### config.mk
export PLATFORM = sky130hd
export DESIGN_NAME = ysyx_041514_pc_gen_flat
export DESIGN_NICKNAME = d
export VERILOG_FILES = /design/src/rtl/ysyx_041514_pc_gen_pkg.sv /design/src/rtl/ysyx_041514_pc_gen_if.sv /design/src/rtl/ysyx_041514_btb.sv /design/src/rtl/ysyx_041514_pc_gen.sv /design/src/flat_wrapper.sv
export SDC_FILE = /design/constraint.sdc
export NUM_CORES = 1
export LEC_CHECK = 0
export BUFFER_PORTS_ARGS = -buffer_cell sky130_fd_sc_hd__buf_2
export CORE_AREA = 2 2 165 167
export DETAILED_ROUTE_END_ITERATION = 16
export DIE_AREA = 0 0 167 169
export SYNTH_ARGS = -nofsm -noshare
export SYNTH_HDL_FRONTEND = slang
export SYNTH_SLANG_ARGS = --single-unit
### constraint.sdc
create_clock -name clk -period 3.4 [get_ports clk]
set_input_delay 0.34 -clock clk [delete_from_list [all_inputs] [get_ports clk]]
set_output_delay 0.34 -clock clk [all_outputs]
set_load 0.03 [all_outputs]
### src/rtl/ysyx_041514_pc_gen_pkg.sv
// Shared types and constants for the fetch-PC generator.
// Holds the FSM encoding, the sequential PC step and the default reset PC.
package ysyx_041514_pc_gen_pkg;

  typedef enum logic [1:0] {
    ST_BOOT = 2'd0,
    ST_RUN  = 2'd1,
    ST_WAIT = 2'd2
  } state_e;

  localparam int unsigned PC_STEP        = 4;
  localparam logic [63:0] DEF_RESET_ADDR = 64'h8000_0000;

endpackage

### src/rtl/ysyx_041514_pc_gen_if.sv
// Fetch request bus between the PC generator (master) and the icache (slave).
interface ysyx_041514_pc_gen_if #(
  parameter int unsigned XLEN   = 64,
  parameter int unsigned ADDR_W = 32
);
  logic              req_valid;
  logic              req_ready;
  logic [ADDR_W-1:0] req_addr;
  logic [XLEN-1:0]   pc;
  logic              pred_taken;

  modport master (output req_valid, output req_addr, output pc, output pred_taken,
                  input  req_ready);
  modport slave  (input  req_valid, input  req_addr, input  pc, input  pred_taken,
                  output req_ready);
endinterface

### src/rtl/ysyx_041514_btb.sv
// Direct-mapped branch target buffer: combinational lookup, update written at the edge.
module ysyx_041514_btb #(
  parameter int unsigned XLEN   = 64,
  parameter int unsigned ADDR_W = 32,
  parameter int unsigned DEPTH  = 8
) (
  input  logic            clk,
  input  logic            rst,
  input  logic [XLEN-1:0] lkp_pc_i,
  output logic            hit_c,
  output logic [XLEN-1:0] target_c,
  input  logic            upd_valid_i,
  input  logic [XLEN-1:0] upd_pc_i,
  input  logic [XLEN-1:0] upd_target_i,
  input  logic            upd_taken_i
);
  localparam int unsigned IDX_W = $clog2(DEPTH);
  localparam int unsigned TAG_W = ADDR_W - 2 - IDX_W;

  logic [DEPTH-1:0] valid_q, valid_d;
  logic [TAG_W-1:0] tag_q [DEPTH];
  logic [TAG_W-1:0] tag_d [DEPTH];
  logic [XLEN-1:0]  tgt_q [DEPTH];
  logic [XLEN-1:0]  tgt_d [DEPTH];

  logic [IDX_W-1:0] lkp_idx, upd_idx;
  logic [TAG_W-1:0] lkp_tag, upd_tag;
  logic             unused_pc_bits;

  assign lkp_idx  = lkp_pc_i[2 +: IDX_W];
  assign lkp_tag  = lkp_pc_i[ADDR_W-1 -: TAG_W];
  assign upd_idx  = upd_pc_i[2 +: IDX_W];
  assign upd_tag  = upd_pc_i[ADDR_W-1 -: TAG_W];
  assign hit_c    = valid_q[lkp_idx] && (tag_q[lkp_idx] == lkp_tag);
  assign target_c = tgt_q[lkp_idx];
  assign unused_pc_bits = ^{lkp_pc_i[XLEN-1:ADDR_W], lkp_pc_i[1:0],
                            upd_pc_i[XLEN-1:ADDR_W], upd_pc_i[1:0]};

  // Taken installs the entry; not-taken only evicts an entry owned by this branch.
  always_comb begin
    valid_d = valid_q;
    tag_d   = tag_q;
    tgt_d   = tgt_q;
    if (upd_valid_i) begin
      if (upd_taken_i) begin
        valid_d[upd_idx] = 1'b1;
        tag_d[upd_idx]   = upd_tag;
        tgt_d[upd_idx]   = upd_target_i;
      end else if (tag_q[upd_idx] == upd_tag) begin
        valid_d[upd_idx] = 1'b0;
      end
    end
  end

  always_ff @(posedge clk or negedge rst) begin
    if (!rst) valid_q <= '0;
    else      valid_q <= valid_d;
  end

  always_ff @(posedge clk) begin
    tag_q <= tag_d;
    tgt_q <= tgt_d;
  end

endmodule

### src/rtl/ysyx_041514_pc_gen.sv
// Fetch-PC generator with prioritised redirect channels and a valid/ready icache request.
// Define YSYX_041514_PC_BTB_EN to add the direct-mapped BTB predictor.
module ysyx_041514_pc_gen
  import ysyx_041514_pc_gen_pkg::*;
#(
  parameter int unsigned     XLEN       = 64,
  parameter int unsigned     ADDR_W     = 32,
  parameter logic [XLEN-1:0] RESET_ADDR = XLEN'(DEF_RESET_ADDR),
  parameter int unsigned     NUM_REDIR  = 3,
  parameter int unsigned     BTB_DEPTH  = 8
) (
  input  logic                      clk,
  input  logic                      rst,
  input  logic                      stall_i,
  input  logic                      flush_i,
  input  logic [NUM_REDIR-1:0]      redir_valid_i,
  input  logic [NUM_REDIR*XLEN-1:0] redir_pc_i,
  input  logic [NUM_REDIR-1:0]      redir_plus4_i,
  ysyx_041514_pc_gen_if.master      req_if,
  input  logic                      upd_valid_i,
  input  logic [XLEN-1:0]           upd_pc_i,
  input  logic [XLEN-1:0]           upd_target_i,
  input  logic                      upd_taken_i
);
  state_e          state_q, state_d;
  logic [XLEN-1:0] pc_q, pc_d;
  logic [XLEN-1:0] next_seq, redir_tgt, btb_target;
  logic            redir_any, req_valid, hs, btb_hit;

`ifdef YSYX_041514_PC_BTB_EN
  ysyx_041514_btb #(
    .XLEN   (XLEN),
    .ADDR_W (ADDR_W),
    .DEPTH  (BTB_DEPTH)
  ) u_btb (
    .clk          (clk),
    .rst          (rst),
    .lkp_pc_i     (pc_q),
    .hit_c        (btb_hit),
    .target_c     (btb_target),
    .upd_valid_i  (upd_valid_i),
    .upd_pc_i     (upd_pc_i),
    .upd_target_i (upd_target_i),
    .upd_taken_i  (upd_taken_i)
  );
`else
  logic unused_upd;
  assign btb_hit    = 1'b0;
  assign btb_target = '0;
  assign unused_upd = ^{upd_valid_i, upd_pc_i, upd_target_i, upd_taken_i, 32'(BTB_DEPTH)};
`endif

  assign next_seq = btb_hit ? btb_target : pc_q + XLEN'(PC_STEP);
  assign req_valid = (state_q != ST_BOOT) && !stall_i;
  assign hs        = req_valid && req_if.req_ready;

  assign req_if.req_valid  = req_valid;
  assign req_if.req_addr   = pc_q[ADDR_W-1:0];
  assign req_if.pc         = pc_q;
  assign req_if.pred_taken = btb_hit && (state_q != ST_BOOT);

  // Descending scan so the lowest-index valid channel is the one that sticks.
  always_comb begin
    redir_any = 1'b0;
    redir_tgt = '0;
    for (int k = NUM_REDIR - 1; k >= 0; k--) begin
      if (redir_valid_i[k]) begin
        redir_any = 1'b1;
        redir_tgt = redir_pc_i[k*XLEN +: XLEN]
                  + (redir_plus4_i[k] ? XLEN'(PC_STEP) : XLEN'(0));
      end
    end
  end

  always_comb begin
    state_d = state_q;
    pc_d    = pc_q;
    case (state_q)
      ST_BOOT: state_d = ST_RUN;
      ST_RUN:  if (req_valid && !req_if.req_ready) state_d = ST_WAIT;
      ST_WAIT: if (hs) state_d = ST_RUN;
      default: state_d = ST_BOOT;
    endcase
    if (hs) pc_d = next_seq;
    // Flush and redirects win over a handshake and withdraw any pending request.
    if (flush_i) begin
      pc_d    = RESET_ADDR;
      state_d = ST_RUN;
    end else if (redir_any) begin
      pc_d    = redir_tgt;
      state_d = ST_RUN;
    end
  end

  always_ff @(posedge clk or negedge rst) begin
    if (!rst) begin
      state_q <= ST_BOOT;
      pc_q    <= RESET_ADDR;
    end else begin
      state_q <= state_d;
      pc_q    <= pc_d;
    end
  end

endmodule

### src/flat_wrapper.sv
// flat-port wrapper written by rule: the top's interface ports become plain ports
module ysyx_041514_pc_gen_flat import ysyx_041514_pc_gen_pkg::*;
#(
  parameter int unsigned     XLEN       = 64,
  parameter int unsigned     ADDR_W     = 32,
  parameter logic [XLEN-1:0] RESET_ADDR = XLEN'(DEF_RESET_ADDR),
  parameter int unsigned     NUM_REDIR  = 3,
  parameter int unsigned     BTB_DEPTH  = 8
)
  (clk, rst, stall_i, flush_i, redir_valid_i, redir_pc_i, redir_plus4_i, upd_valid_i, upd_pc_i, upd_target_i, upd_taken_i, req_if_req_valid, req_if_req_addr, req_if_pc, req_if_pred_taken, req_if_req_ready);
  ysyx_041514_pc_gen_if #(.XLEN(XLEN), .ADDR_W(ADDR_W)) req_if_i ();
  input  logic clk;
  input  logic rst;
  input  logic stall_i;
  input  logic flush_i;
  input  logic [NUM_REDIR-1:0] redir_valid_i;
  input  logic [NUM_REDIR*XLEN-1:0] redir_pc_i;
  input  logic [NUM_REDIR-1:0] redir_plus4_i;
  input  logic upd_valid_i;
  input  logic [XLEN-1:0] upd_pc_i;
  input  logic [XLEN-1:0] upd_target_i;
  input  logic upd_taken_i;
  output wire logic [$bits(req_if_i.req_valid)-1:0] req_if_req_valid;
  output wire logic [$bits(req_if_i.req_addr)-1:0] req_if_req_addr;
  output wire logic [$bits(req_if_i.pc)-1:0] req_if_pc;
  output wire logic [$bits(req_if_i.pred_taken)-1:0] req_if_pred_taken;
  input wire logic [$bits(req_if_i.req_ready)-1:0] req_if_req_ready;
  assign req_if_req_valid = req_if_i.req_valid;
  assign req_if_req_addr = req_if_i.req_addr;
  assign req_if_pc = req_if_i.pc;
  assign req_if_pred_taken = req_if_i.pred_taken;
  assign req_if_i.req_ready = req_if_req_ready;
  ysyx_041514_pc_gen #(.XLEN(XLEN), .ADDR_W(ADDR_W), .RESET_ADDR(RESET_ADDR), .NUM_REDIR(NUM_REDIR), .BTB_DEPTH(BTB_DEPTH)) u_core (.clk(clk), .rst(rst), .stall_i(stall_i), .flush_i(flush_i), .redir_valid_i(redir_valid_i), .redir_pc_i(redir_pc_i), .redir_plus4_i(redir_plus4_i), .req_if(req_if_i), .upd_valid_i(upd_valid_i), .upd_pc_i(upd_pc_i), .upd_target_i(upd_target_i), .upd_taken_i(upd_taken_i));
endmodule
Word-level counts from Yosys, hierarchy flattened --
Index checks and enable logic that the tools add are counted.
Cells by class: add/subtract/negate cells 4, equal/unequal tests 4, multiplexer cells 17, reductions and logical operators 9
Operators by type and width (count):
- 64-bit 2-to-1 mux | 6
- 64-bit adder | 3
- 64-bit by 3-bit adder with 64-bit output (second input constant) | 1
- 3-bit 2-to-1 mux | 3
- 2-bit 2-to-1 mux | 4
- 4-bit by 2-bit != test with 1-bit output (second input constant) | 2
- 2-bit one-hot mux with 3 select lines | 1
- 1-bit logical AND | 3
- 1-bit 2-to-1 mux | 3
- 3-bit nonzero test | 1
- 2-bit by 1-bit == test with 1-bit output (second input constant) | 1
- 2-bit == test (second input constant) | 1
- 1-bit logical NOT | 2
- 2-bit logical NOT | 1
- 2-bit AND reduction | 1
- 2-bit nonzero test | 1
Storage, ports and cells: flip-flop bits (word level) 66, input bits 333, output and inout bits 98, word-level logic and storage cells 36

Logic depth before layout (Yosys ltp) --
depth after elaboration 7, depth in mapped cells 10, depth with buffers taken out 9

Least setup slack after synthesis --
No wires, ideal clock.
path type reg-to-reg, from reg u_core.pc_q[7] (netlist: u_core.req_if.pc[7]), to reg u_core.pc_q[63] (netlist: u_core.req_if.pc[63]), setup time 0.126 ns, data arrival time 2.893 ns, required time 3.274 ns, slack 0.381 ns, cell stages (with the launch flop) 10, buffers on the path 2, period minus slack after synthesis 3.019 ns, cell sequence dfrtp_1 -> nand3_2 -> or4_1 -> buf_2 -> or4_4 -> buf_6 -> nor4_1 -> xnor2_1 -> a22oi_1 -> a221o_1
On the way: word-level cells in the longest chain between the ends 4
RTL lines:
- start, declared | line ysyx_041514_pc_gen.sv:26 | logic [XLEN-1:0] pc_q, pc_d;
- start signal, assigned | line ysyx_041514_pc_gen.sv:101 | pc_q <= pc_d;
- 64-bit by 3-bit adder with 64-bit output | line ysyx_041514_pc_gen.sv:53 | assign next_seq = btb_hit ? btb_target : pc_q + XLEN'(PC_STEP);
- 64-bit 2-to-1 mux | line ysyx_041514_pc_gen.sv:84 | if (hs) pc_d = next_seq;
- 64-bit 2-to-1 mux | line ysyx_041514_pc_gen.sv:89 | end else if (redir_any) begin
- 64-bit 2-to-1 mux | line ysyx_041514_pc_gen.sv:86 | if (flush_i) begin
No other way between the ends. The select of a mux whose other input is x is not followed. A chain may end at the register's enable or synchronous reset.

Worst setup path after layout --
from reg u_core.pc_q[2] (netlist: u_core.req_if.pc[2]), to reg u_core.pc_q[52] (netlist: u_core.req_if.pc[52])
Same word-level chain as after synthesis.

==> flow_summary.yaml <==
outcome:
  status: "finished clean"
setup_path:
  regToRegEndpoint: "u_core.req_if.pc[52]"
  reg2reg_slack_ns: 0.25
  worst_r2r_path_depth: 8
  worstPathArrival_ns: 3.34
  endpoint_kind: "register"
  cp_common_cell: "or4_1"
  worstPathRequired_ns: 3.59
  worst_path_max_delay_cell: "or4_1"
  max_stage_delay_ns: 0.67
  startpoint_type: "register"
  path_cells: "ha_1 > nand3_1 > or4_1 > or4_1 > nor3_1 > nor2_1 > a41oi_1 > o221ai_1"
  crit_fanout: 7
  regToRegStartpoint: "u_core.req_if.pc[2]"
  path_class: "reg -> reg"
floorplan:
  dieArea_um2: 28200
  core_um2: 26500
  rows: 60
  die_h_um: 169
  start_util_pct: 36.1
  die-width_um: 167
  num_io_pins: 431
clock_network:
  htree_levels: 3
  post_cts_buffers: 0
  cts-root-buf: "clkbuf_16"
  cts_buffers: 9
  cts_resized: 0
  clk_pin_slew_ns: 0.06
  clkSinkCount: 66
  worstSkewPairLatency_ns: 0.34
  cts-hold-fix-buffers: 0
  cts_tree: "yes"
  clockBufferDepth: 2
placement:
  portBuffers: 299
  hpwl_mm: 35.4
  gp_congestion: 0.941
route:
  wl_per_cell_um: 22.5
  num_vias: 11900
  vias_per_cell: 6.10
  drtAntennaViolNets: 0
  first_pass_iters: 6
  drtIter0Drc: 1336
  wl_mm: 44.0
  drc: 0
synthesis:
  synth_edf_count: 0
  syn_area_per_cell_um2: 7.12
  syn-cell-area_um2: 9560
  postSynthCellCount: 1343
  syn-num-nets: 1684
  synth_area_leader_cell: "dfrtp_1"
  synth.area.top_cells: "dfrtp_1 17%, xnor2_1 9.9%, xor2_1 8.0%"
  yosysWarnings: 0
  ys_seq_area_share_pct: 17.3
  ys_ff_latch: 66
  ys_async_sr_fraction_pct: 100
  synth_top_area_share_pct: 17.0
  netlist-cell-type-count: 70
  synth_ff_type: "dfrtp_1"
timing:
  final-setup-viol-count: 0
  setup_tns_ns: 0
  slew_viol_final: 0
  slew-limit-headroom_pct: 41.3
  fin_skew_ns: 0.0101
  finalCritPeriodShare_pct: 92.6
  finalCriticalPeriod_ns: 3.15
  rsz0062_at_grt: "no"
  finalHoldViolCount: 0
  tightest_slew_ns: 0.877
  fmax_ghz: 0.318
job:
  cap_violations: 0
pwr:
  p_per_area_nw_per_um2: 268
  peakVddDrop_mv: 0.167
  p_leak_nw: 4.74
global_routing:
  grt_pass1_vias: 10600
  track_usage_pct: 29.3
  antenna_found_initial: 2
  grt_max_degree: 60
  grt_pass1_wl_mm: 63.7
  grt-ovfl-total: 0
min_path:
  hp-class: "in -> async"
cells_and_area:
  nFillCells: 2784
  multi_input_area_um2: 7330
  layout_common_cells: "299 x buf_2, 142 x nand2_1, 108 x xnor2_1, 102 x nor2_1, 102 x nand3_1"
  layout.nets: 1950
  final-seq-area_um2: 1650
  final_util_pct: 44.3
  layout_commonest_cell: "buf_2"
  area_growth_pct: 22.7
  drive_above_1_share_pct: 23.7
[state kept, by name, indices dropped and copies added, names as in the netlist]
name and cells:
u_core.state_q 2, u_core.req_if.pc 64
[Yosys cell counts, types with 4 or more instances]
master,n
o221ai_1,9
or4_1,13
xnor2_1,108
ha_1,8
a2111o_1,4
a21o_1,6
or2_2,5
buf_4,33
and2_1,17
mux2i_1,19
nand3_1,102
buf_1,10
a31oi_1,7
xor2_1,87
dfrtp_1,65
a21oi_1,52
or3_1,20
clkbuf_1,52
o31ai_1,8
nor3_1,64
a222oi_1,6
and3_1,31
o31a_1,5
a221oi_1,8
a211oi_1,13
nand4_1,87
o211ai_1,11
nand2_1,142
o22ai_1,4
a221o_1,9
nor2_1,102
and4_1,30
o21ai_0,53
a22oi_1,20
nor4_1,51
inv_1,26
a22o_1,7
[logic make-up after synthesis]
group | share of synthesized area, %
muxes | 2.11
and+or+nand+nor | 37.1
buffers and inverters | 6.27
xor gates and xnor gates | 17.9
other | 0.0392
AOI/OAI and AO/OA | 18.3
DFF | 17.3
adders and majority gates | 1.05
[metrics by stage]
stage / hold slack [ns] / setup WS, ns / total power [mW] / instances / cell area (um^2)
6_report: 0.103 / 0.253 / 3.15 / 1956 / 11700
5_1_grt: 0.148 / 0.0995 / 3.25 / 1956 / 11700
4_1_cts: 0.128 / 0.273 / 3.11 / 1954 / 11700
3_5_place_dp: 0.487 / 0.297 / 2.13 / 1939 / 11400
3_3_place_gp: 0.486 / 0.329 / 2.12 / 1939 / 11400
2_1_floorplan: 0.0444 / 0.381 / 1.61 / 1343 / 9560
[where the power goes]
part           switching, mW  total [mW]  internal [mW]
registers              0.132       0.982          0.850
logic                  0.773        1.17          0.392
clock network          0.375       0.999          0.624
[per-layer routing]
layer  GRT usage, %  part of all wire (%)
met1           42.3                    44
met2           43.7                    42
met3           7.36                    11
met4           6.56                   1.9
met5              0                     0
[worst max-delay path, delay by kind of cell, from the launching register on]
| kind | cells | cell delay (ns) |
|---|---|---|
| AND/OR/NAND/NOR | 5 | 1.98 |
| flip-flops | 1 | 0.45 |
| adder cells (fa/ha/maj) | 1 | 0.22 |
| AO/OA/AOI/OAI | 2 | 0.35 |
[final cells by class]
| class | instances | area share, % |
|---|---|---|
| Multi-Input combinational cell | 1153 | 62.5 |
| Clock buffer | 13 | 2.30 |
| Antenna cell | 2 | 0.0427 |
| Timing Repair Buffer | 353 | 16.3 |
| Clock inverter | 2 | 0.299 |
| Tap cell | 341 | 3.64 |
| Sequential cell | 66 | 14.1 |
| Inverter | 26 | 0.832 |
[worst max path at each step]
stage / cells after the start / startpoint / slack (ns) / endpoint
after floorplan: 9 / u_core.req_if.pc[7] / 0.38 / u_core.req_if.pc[63]
after global placement: 7 / redir_valid_i[1] / 0.33 / u_core.req_if.pc[49]
after detailed placement: 8 / u_core.req_if.pc[2] / 0.30 / u_core.req_if.pc[52]
after CTS: 8 / u_core.req_if.pc[2] / 0.27 / u_core.req_if.pc[52]
after global routing: 8 / u_core.req_if.pc[2] / 0.1 / u_core.req_if.pc[52]
final: 8 / u_core.req_if.pc[2] / 0.25 / u_core.req_if.pc[52]
Power figures use the tool's default switching activity.
